$ cat config.mk
export PLATFORM = sky130hd
export DESIGN_NAME = rx_buf_rd_arb
export DESIGN_NICKNAME = d
export VERILOG_FILES = /design/src/rtl/rx_buf_rd_arb.sv
export SDC_FILE = /design/constraint.sdc
export NUM_CORES = 1
export LEC_CHECK = 0
export ABC_AREA = 1
export CAP_MARGIN = 25
export CORE_AREA = 2 2 459 461
export DETAILED_ROUTE_END_ITERATION = 8
export DIE_AREA = 0 0 461 463
export DONT_BUFFER_PORTS = 1
export REMOVE_ABC_BUFFERS = 1
export SLEW_MARGIN = 20
export SYNTH_ARGS = -nofsm -noshare
export SYNTH_HDL_FRONTEND = slang
export SYNTH_SLANG_ARGS = --single-unit
$ cat constraint.sdc
create_clock -name clk_i -period 5.4 [get_ports clk_i]
set_clock_uncertainty 0.1 [all_clocks]
set_input_delay 1.08 -clock clk_i [delete_from_list [all_inputs] [get_ports clk_i]]
set_output_delay 1.08 -clock clk_i [all_outputs]
set_load 0.01 [all_outputs]
$ cat src/rtl/rx_buf_rd_arb.sv
// Round-robin arbiter that lets NUM_REQ requesters share one rx-buffer read channel.
// One transaction is outstanding at a time: the winner's request is latched and issued,
// then the reader's response beats are steered to that requester until the last beat.
module rx_buf_rd_arb #(
   parameter int unsigned NUM_REQ    = 2,
   parameter int unsigned FLOWID_W   = 8,
   parameter int unsigned BUF_PTR_W  = 16,
   parameter int unsigned MSG_SIZE_W = 16,
   parameter int unsigned NOC_DATA_W = 512,
   parameter int unsigned NOC_PAD_W  = 6,
   parameter int unsigned GRANT_W    = $clog2(NUM_REQ)
) (
   input  logic                            clk_i,
   input  logic                            rst_ni,

   input  logic [NUM_REQ-1:0]              src_req_val_i,
   input  logic [NUM_REQ*FLOWID_W-1:0]     src_req_flowid_i,
   input  logic [NUM_REQ*BUF_PTR_W-1:0]    src_req_offset_i,
   input  logic [NUM_REQ*MSG_SIZE_W-1:0]   src_req_size_i,
   output logic [NUM_REQ-1:0]              src_req_rdy_o,

   output logic [NUM_REQ-1:0]              src_resp_val_o,
   output logic [NOC_DATA_W-1:0]           src_resp_data_o,
   output logic                            src_resp_last_o,
   output logic [NOC_PAD_W-1:0]            src_resp_padbytes_o,
   input  logic [NUM_REQ-1:0]              src_resp_rdy_i,

   output logic                            rd_buf_req_val_o,
   output logic [FLOWID_W-1:0]             rd_buf_req_flowid_o,
   output logic [BUF_PTR_W-1:0]            rd_buf_req_offset_o,
   output logic [MSG_SIZE_W-1:0]           rd_buf_req_size_o,
   input  logic                            rd_buf_req_rdy_i,

   input  logic                            rd_buf_resp_val_i,
   input  logic [NOC_DATA_W-1:0]           rd_buf_resp_data_i,
   input  logic                            rd_buf_resp_last_i,
   input  logic [NOC_PAD_W-1:0]            rd_buf_resp_padbytes_i,
   output logic                            rd_buf_resp_rdy_o,

   output logic                            arb_busy_o,
   output logic [GRANT_W-1:0]              arb_grant_o
);

   typedef enum logic [1:0] {StIdle, StIssue, StDrain} state_e;

   state_e                 state_q;
   logic [GRANT_W-1:0]     rr_ptr_q;
   logic [GRANT_W-1:0]     grant_q;
   logic [FLOWID_W-1:0]    flowid_q;
   logic [BUF_PTR_W-1:0]   offset_q;
   logic [MSG_SIZE_W-1:0]  size_q;
   logic                   busy_q;
   logic                   req_val_q;

   logic                   win_found;
   logic [GRANT_W-1:0]     win_idx;
   logic [GRANT_W-1:0]     cand;
   logic [FLOWID_W-1:0]    win_flowid;
   logic [BUF_PTR_W-1:0]   win_offset;
   logic [MSG_SIZE_W-1:0]  win_size;
   logic                   resp_hs;

   // Index increment with wrap at NUM_REQ (NUM_REQ need not be a power of two).
   function automatic logic [GRANT_W-1:0] wrap_inc(input logic [GRANT_W-1:0] idx);
      if (32'(idx) == NUM_REQ - 1) begin
         return '0;
      end
      return idx + 1'b1;
   endfunction

   // Pick the first valid requester at or above rr_ptr, wrapping around.
   always_comb begin
      win_found = 1'b0;
      win_idx   = '0;
      cand      = '0;
      for (int unsigned i = 0; i < NUM_REQ; i++) begin
         cand = GRANT_W'((32'(rr_ptr_q) + i) % NUM_REQ);
         if (!win_found && src_req_val_i[cand]) begin
            win_found = 1'b1;
            win_idx   = cand;
         end
      end
   end

   assign win_flowid = src_req_flowid_i[32'(win_idx)*FLOWID_W +: FLOWID_W];
   assign win_offset = src_req_offset_i[32'(win_idx)*BUF_PTR_W +: BUF_PTR_W];
   assign win_size   = src_req_size_i[32'(win_idx)*MSG_SIZE_W +: MSG_SIZE_W];

   assign resp_hs = (state_q == StDrain) && rd_buf_resp_val_i && src_resp_rdy_i[grant_q];

   // Request accept to the winner only, and only while idle.
   always_comb begin
      src_req_rdy_o = '0;
      if (state_q == StIdle && win_found) begin
         src_req_rdy_o[win_idx] = 1'b1;
      end
   end

   // Steer reader beats to the granted requester; back-pressure the reader otherwise.
   always_comb begin
      src_resp_val_o    = '0;
      rd_buf_resp_rdy_o = 1'b0;
      if (state_q == StDrain) begin
         src_resp_val_o[grant_q] = rd_buf_resp_val_i;
         rd_buf_resp_rdy_o       = src_resp_rdy_i[grant_q];
      end
   end

   assign src_resp_data_o     = rd_buf_resp_data_i;
   assign src_resp_last_o     = rd_buf_resp_last_i;
   assign src_resp_padbytes_o = rd_buf_resp_padbytes_i;

   assign rd_buf_req_val_o    = req_val_q;
   assign rd_buf_req_flowid_o = flowid_q;
   assign rd_buf_req_offset_o = offset_q;
   assign rd_buf_req_size_o   = size_q;
   assign arb_busy_o          = busy_q;
   assign arb_grant_o         = grant_q;

   // Arbitration FSM with registered busy / request-valid outputs.
   always_ff @(posedge clk_i or negedge rst_ni) begin
      if (!rst_ni) begin
         state_q   <= StIdle;
         rr_ptr_q  <= '0;
         grant_q   <= '0;
         flowid_q  <= '0;
         offset_q  <= '0;
         size_q    <= '0;
         busy_q    <= 1'b0;
         req_val_q <= 1'b0;
      end else begin
         case (state_q)
            StIdle: begin
               if (win_found) begin
                  grant_q <= win_idx;
                  if (win_size == '0) begin
                     // Empty read: retire at accept, nothing to issue.
                     rr_ptr_q <= wrap_inc(win_idx);
                  end else begin
                     flowid_q  <= win_flowid;
                     offset_q  <= win_offset;
                     size_q    <= win_size;
                     busy_q    <= 1'b1;
                     req_val_q <= 1'b1;
                     state_q   <= StIssue;
                  end
               end
            end
            StIssue: begin
               if (rd_buf_req_rdy_i) begin
                  req_val_q <= 1'b0;
                  state_q   <= StDrain;
               end
            end
            StDrain: begin
               if (resp_hs && rd_buf_resp_last_i) begin
                  busy_q   <= 1'b0;
                  rr_ptr_q <= wrap_inc(grant_q);
                  state_q  <= StIdle;
               end
            end
            default: begin
               busy_q    <= 1'b0;
               req_val_q <= 1'b0;
               state_q   <= StIdle;
            end
         endcase
      end
   end

endmodule

==> metrics.yaml <==
timing:
  setup_tns_ns: 0
  hold_viol: 0
  relSlewSlack: 0.377
  max_freq_mhz: 283
  worstMarginPinSlew_ns: 0.909
  slew_violations: 0
  period_share: 0.655
  timing.hold.ws_ns: 0.357
  setup_viol: 0
  min_period_ns: 3.53
  rsz0062_at_grt: "no"
grt:
  grt_max_degree: 47
  top_usage_layer: "met2"
  grtUsageMet2: 0.543
  grt_pass1_vias: 3665
  grtUsageTotal: 0.298
  use_met1: 0.0408
  met3_usage: 0.445
  grt-ovfl-total: 0
  grt_pass1_wl_mm: 337
  antenna_found_initial: 3
synth:
  syn_inst: 807
  syn_area_um2: 6300
  yosysWarnings: 0
  synth_edf_count: 0
  synth.avg_cell_area_um2: 7.80
  synthFlopType: "dfrtp_1"
  ys_ff_latch: 46
  synth_cell_type_count: 22
  seq_area_frac_synth: 0.183
  async_flop_share: 1.00
floorplanning:
  num_rows: 168
  die_w_um: 461
  start_util: 0.0302
  coreArea_um2: 209000
  die_area_um2: 213000
  die_h_um: 463
  boundaryPins: 1174
finish:
  utilization: 0.0288
  nFillCells: 25000
  final_layout_size_suffix_gt1_frac: 0.0947
  areaGrowthSynthToFinish_pct: -4.55
  stdcell_area_um2: 6010
  nets: 891
cts:
  cts-root-buf: "clkbuf_16"
  path_clk_slew_ns: 0.08
  cts_buffers: 5
  clock_sinks: 46
  cts_buffer_depth: 2
  insertion_delay_ns: 0.29
  cts_tree: "yes"
  hold_buffers: 0
  h-tree-depth: 2
  cts_setup_buffers: 0
  cts-resized-gates: 0
status:
  outcome: "finished, final reports clean"
critical_path:
  cp-endpoint: "rd_buf_req_offset_o[13]"
  r2r_slack_ns: 2.17
  critPathLaunch: "src_req_val_i[0]"
  cp.required_ns: 5.45
  crit_arrival_ns: 3.58
  slowest_stage: "buf_4"
  worst_setup_path_end_kind: "register"
  worstPathCellList: "nand2_2 > nand2_2 > buf_4 > nand2_1 > nand2_1 > nor2_1 > nand2_1 > nor2_2 > nand2_2 > nand2_2 > buf_4 > nand2_1 > o21ai_0"
  worst-r2r-cell-count: 14
  r2r_start: "rr_ptr_q"
  path_class: "in2reg"
  r2r-end: "rd_buf_req_offset_o[13]"
  crit_path_max_fanout: 30
  slowest_delay_ns: 0.52
  setup.worst_path.start_class: "input port"
routing:
  dr.first_iter.drc_count: 793
  drtAntennaViolNets: 0
  first_pass_iters: 5
  drt-total-wl_mm: 328
  routed_via_density: 1.61
  drc_errors: 0
  vias: 4988
  wl_per_cell_um: 106
placement:
  dpl.hpwl_mm: 324
  io_buffers: 0
  place_congestion: 1.27
  place_area_um2: 5830
power_and_ir_drop:
  total_power_uw: 1990
  leakagePower_uw: 0.00135
  ir_worst_vdd_mv: 0.130
  p_per_area_nw_per_um2: 332
run:
  cap_violations: 0
worst_hold_path:
  hp-class: "in2async"
## per-stage QoR
step	std cells	setup slack [ns]
after detailed placement	3082	1.51
final	3093	1.87
after floorplan	273	1.92
after CTS	3090	1.82
after global routing	3090	1.54
after global placement	3082	1.69
## cell families (layout without fill, tap and decap cells)
family / Yosys count / in the layout / synth area share
AND/OR/NAND/NOR: 164 / 164 / 0.107
AO/OA/AOI/OAI: 33 / 33 / 0.0324
buffers and inverters: 540 / 18 / 0.639
multiplexers: 24 / 24 / 0.0382
flip-flops: 46 / 46 / 0.183
other: 0 / 3 / 0
## power breakdown
part | total [uW] | switching, uW | internal, uW
Combinational | 516 | 348 | 168
Clock | 380 | 160 | 220
Sequential | 1100 | 593 | 505
## cell usage after synthesis (2+ instances only)
cell type,instances,area share
nor2_2,2,0.0020
clkbuf_1,2,0.0012
buf_4,520,0.62
nor2_1,14,0.0083
inv_1,5,0.0030
mux2i_1,24,0.038
nand2_1,110,0.066
o21ai_0,16,0.013
nand3_1,31,0.025
nand2_2,4,0.0040
nor3_1,2,0.0016
a21oi_1,2,0.0016
o21bai_1,2,0.0024
buf_2,7,0.0056
dfrtp_1,46,0.18
o21ai_2,7,0.0097
buf_6,5,0.0089
o21ai_1,4,0.0032
## worst min-delay path by stage
stage / endpoint / from / slack (ns) / cells past startpoint
3_3_place_gp: rr_ptr_q / rr_ptr_q / 0.38 / 2
4_1_cts: rd_buf_req_offset_o[10] / rst_ni / 0.34 / 0
5_1_grt: rd_buf_req_flowid_o[0] / rst_ni / 0.34 / 0
6_report: rd_buf_req_offset_o[10] / rst_ni / 0.36 / 0
2_1_floorplan: rr_ptr_q / rr_ptr_q / 0.36 / 2
3_5_place_dp: rr_ptr_q / rr_ptr_q / 0.40 / 2
## cell usage in the layout (no fill, tap or decap), drive strengths merged
cell type and count:
dfrtp 46, clkinv 1, nor2 16, o21ai 27, a31oi 1, nor3 2
inv 7, nand2 114, buf 4, diode 3, mux2i 24, nand3b 1
o21bai 2, clkbuf 5, bufinv 1, nand3 31, a21oi 2, a21boi 1
## final cells by class
type / count / area (um^2) / share of cell area
diodes: 3 / 7.51 / 0.00125
clock buffers: 5 / 125 / 0.0208
clock inverters: 3 / 43.8 / 0.00729
inverters: 6 / 22.5 / 0.00375
multi-input cells: 221 / 1120 / 0.186
flip-flops and latches: 46 / 1150 / 0.192
well taps: 2805 / 3510 / 0.584
repair buffers: 4 / 30.0 / 0.00500
## flip-flops by register name, indices dropped and copies added, names as in the netlist
signal and cells:
arb_busy_o 1, rd_buf_req_val_o 1, rd_buf_req_offset_o 16, state_q 2, rd_buf_req_flowid_o 8, rr_ptr_q 1, rd_buf_req_size_o 16, arb_grant_o 1
## layer usage
metal / vias up / share of wire
met5: - / 0.021
met2: 2032 / 0.51
met1: 1727 / 0.055
met4: 64 / 0.098
li1: 940 / -
met3: 225 / 0.31
## critical path: cells and delay by family
family / cells / cell delay, ns
buf+inv: 2 / 0.89
simple gates: 10 / 1.48
compound gates: 1 / 0.10
No activity file was read; power rests on OpenSTA's default activity.
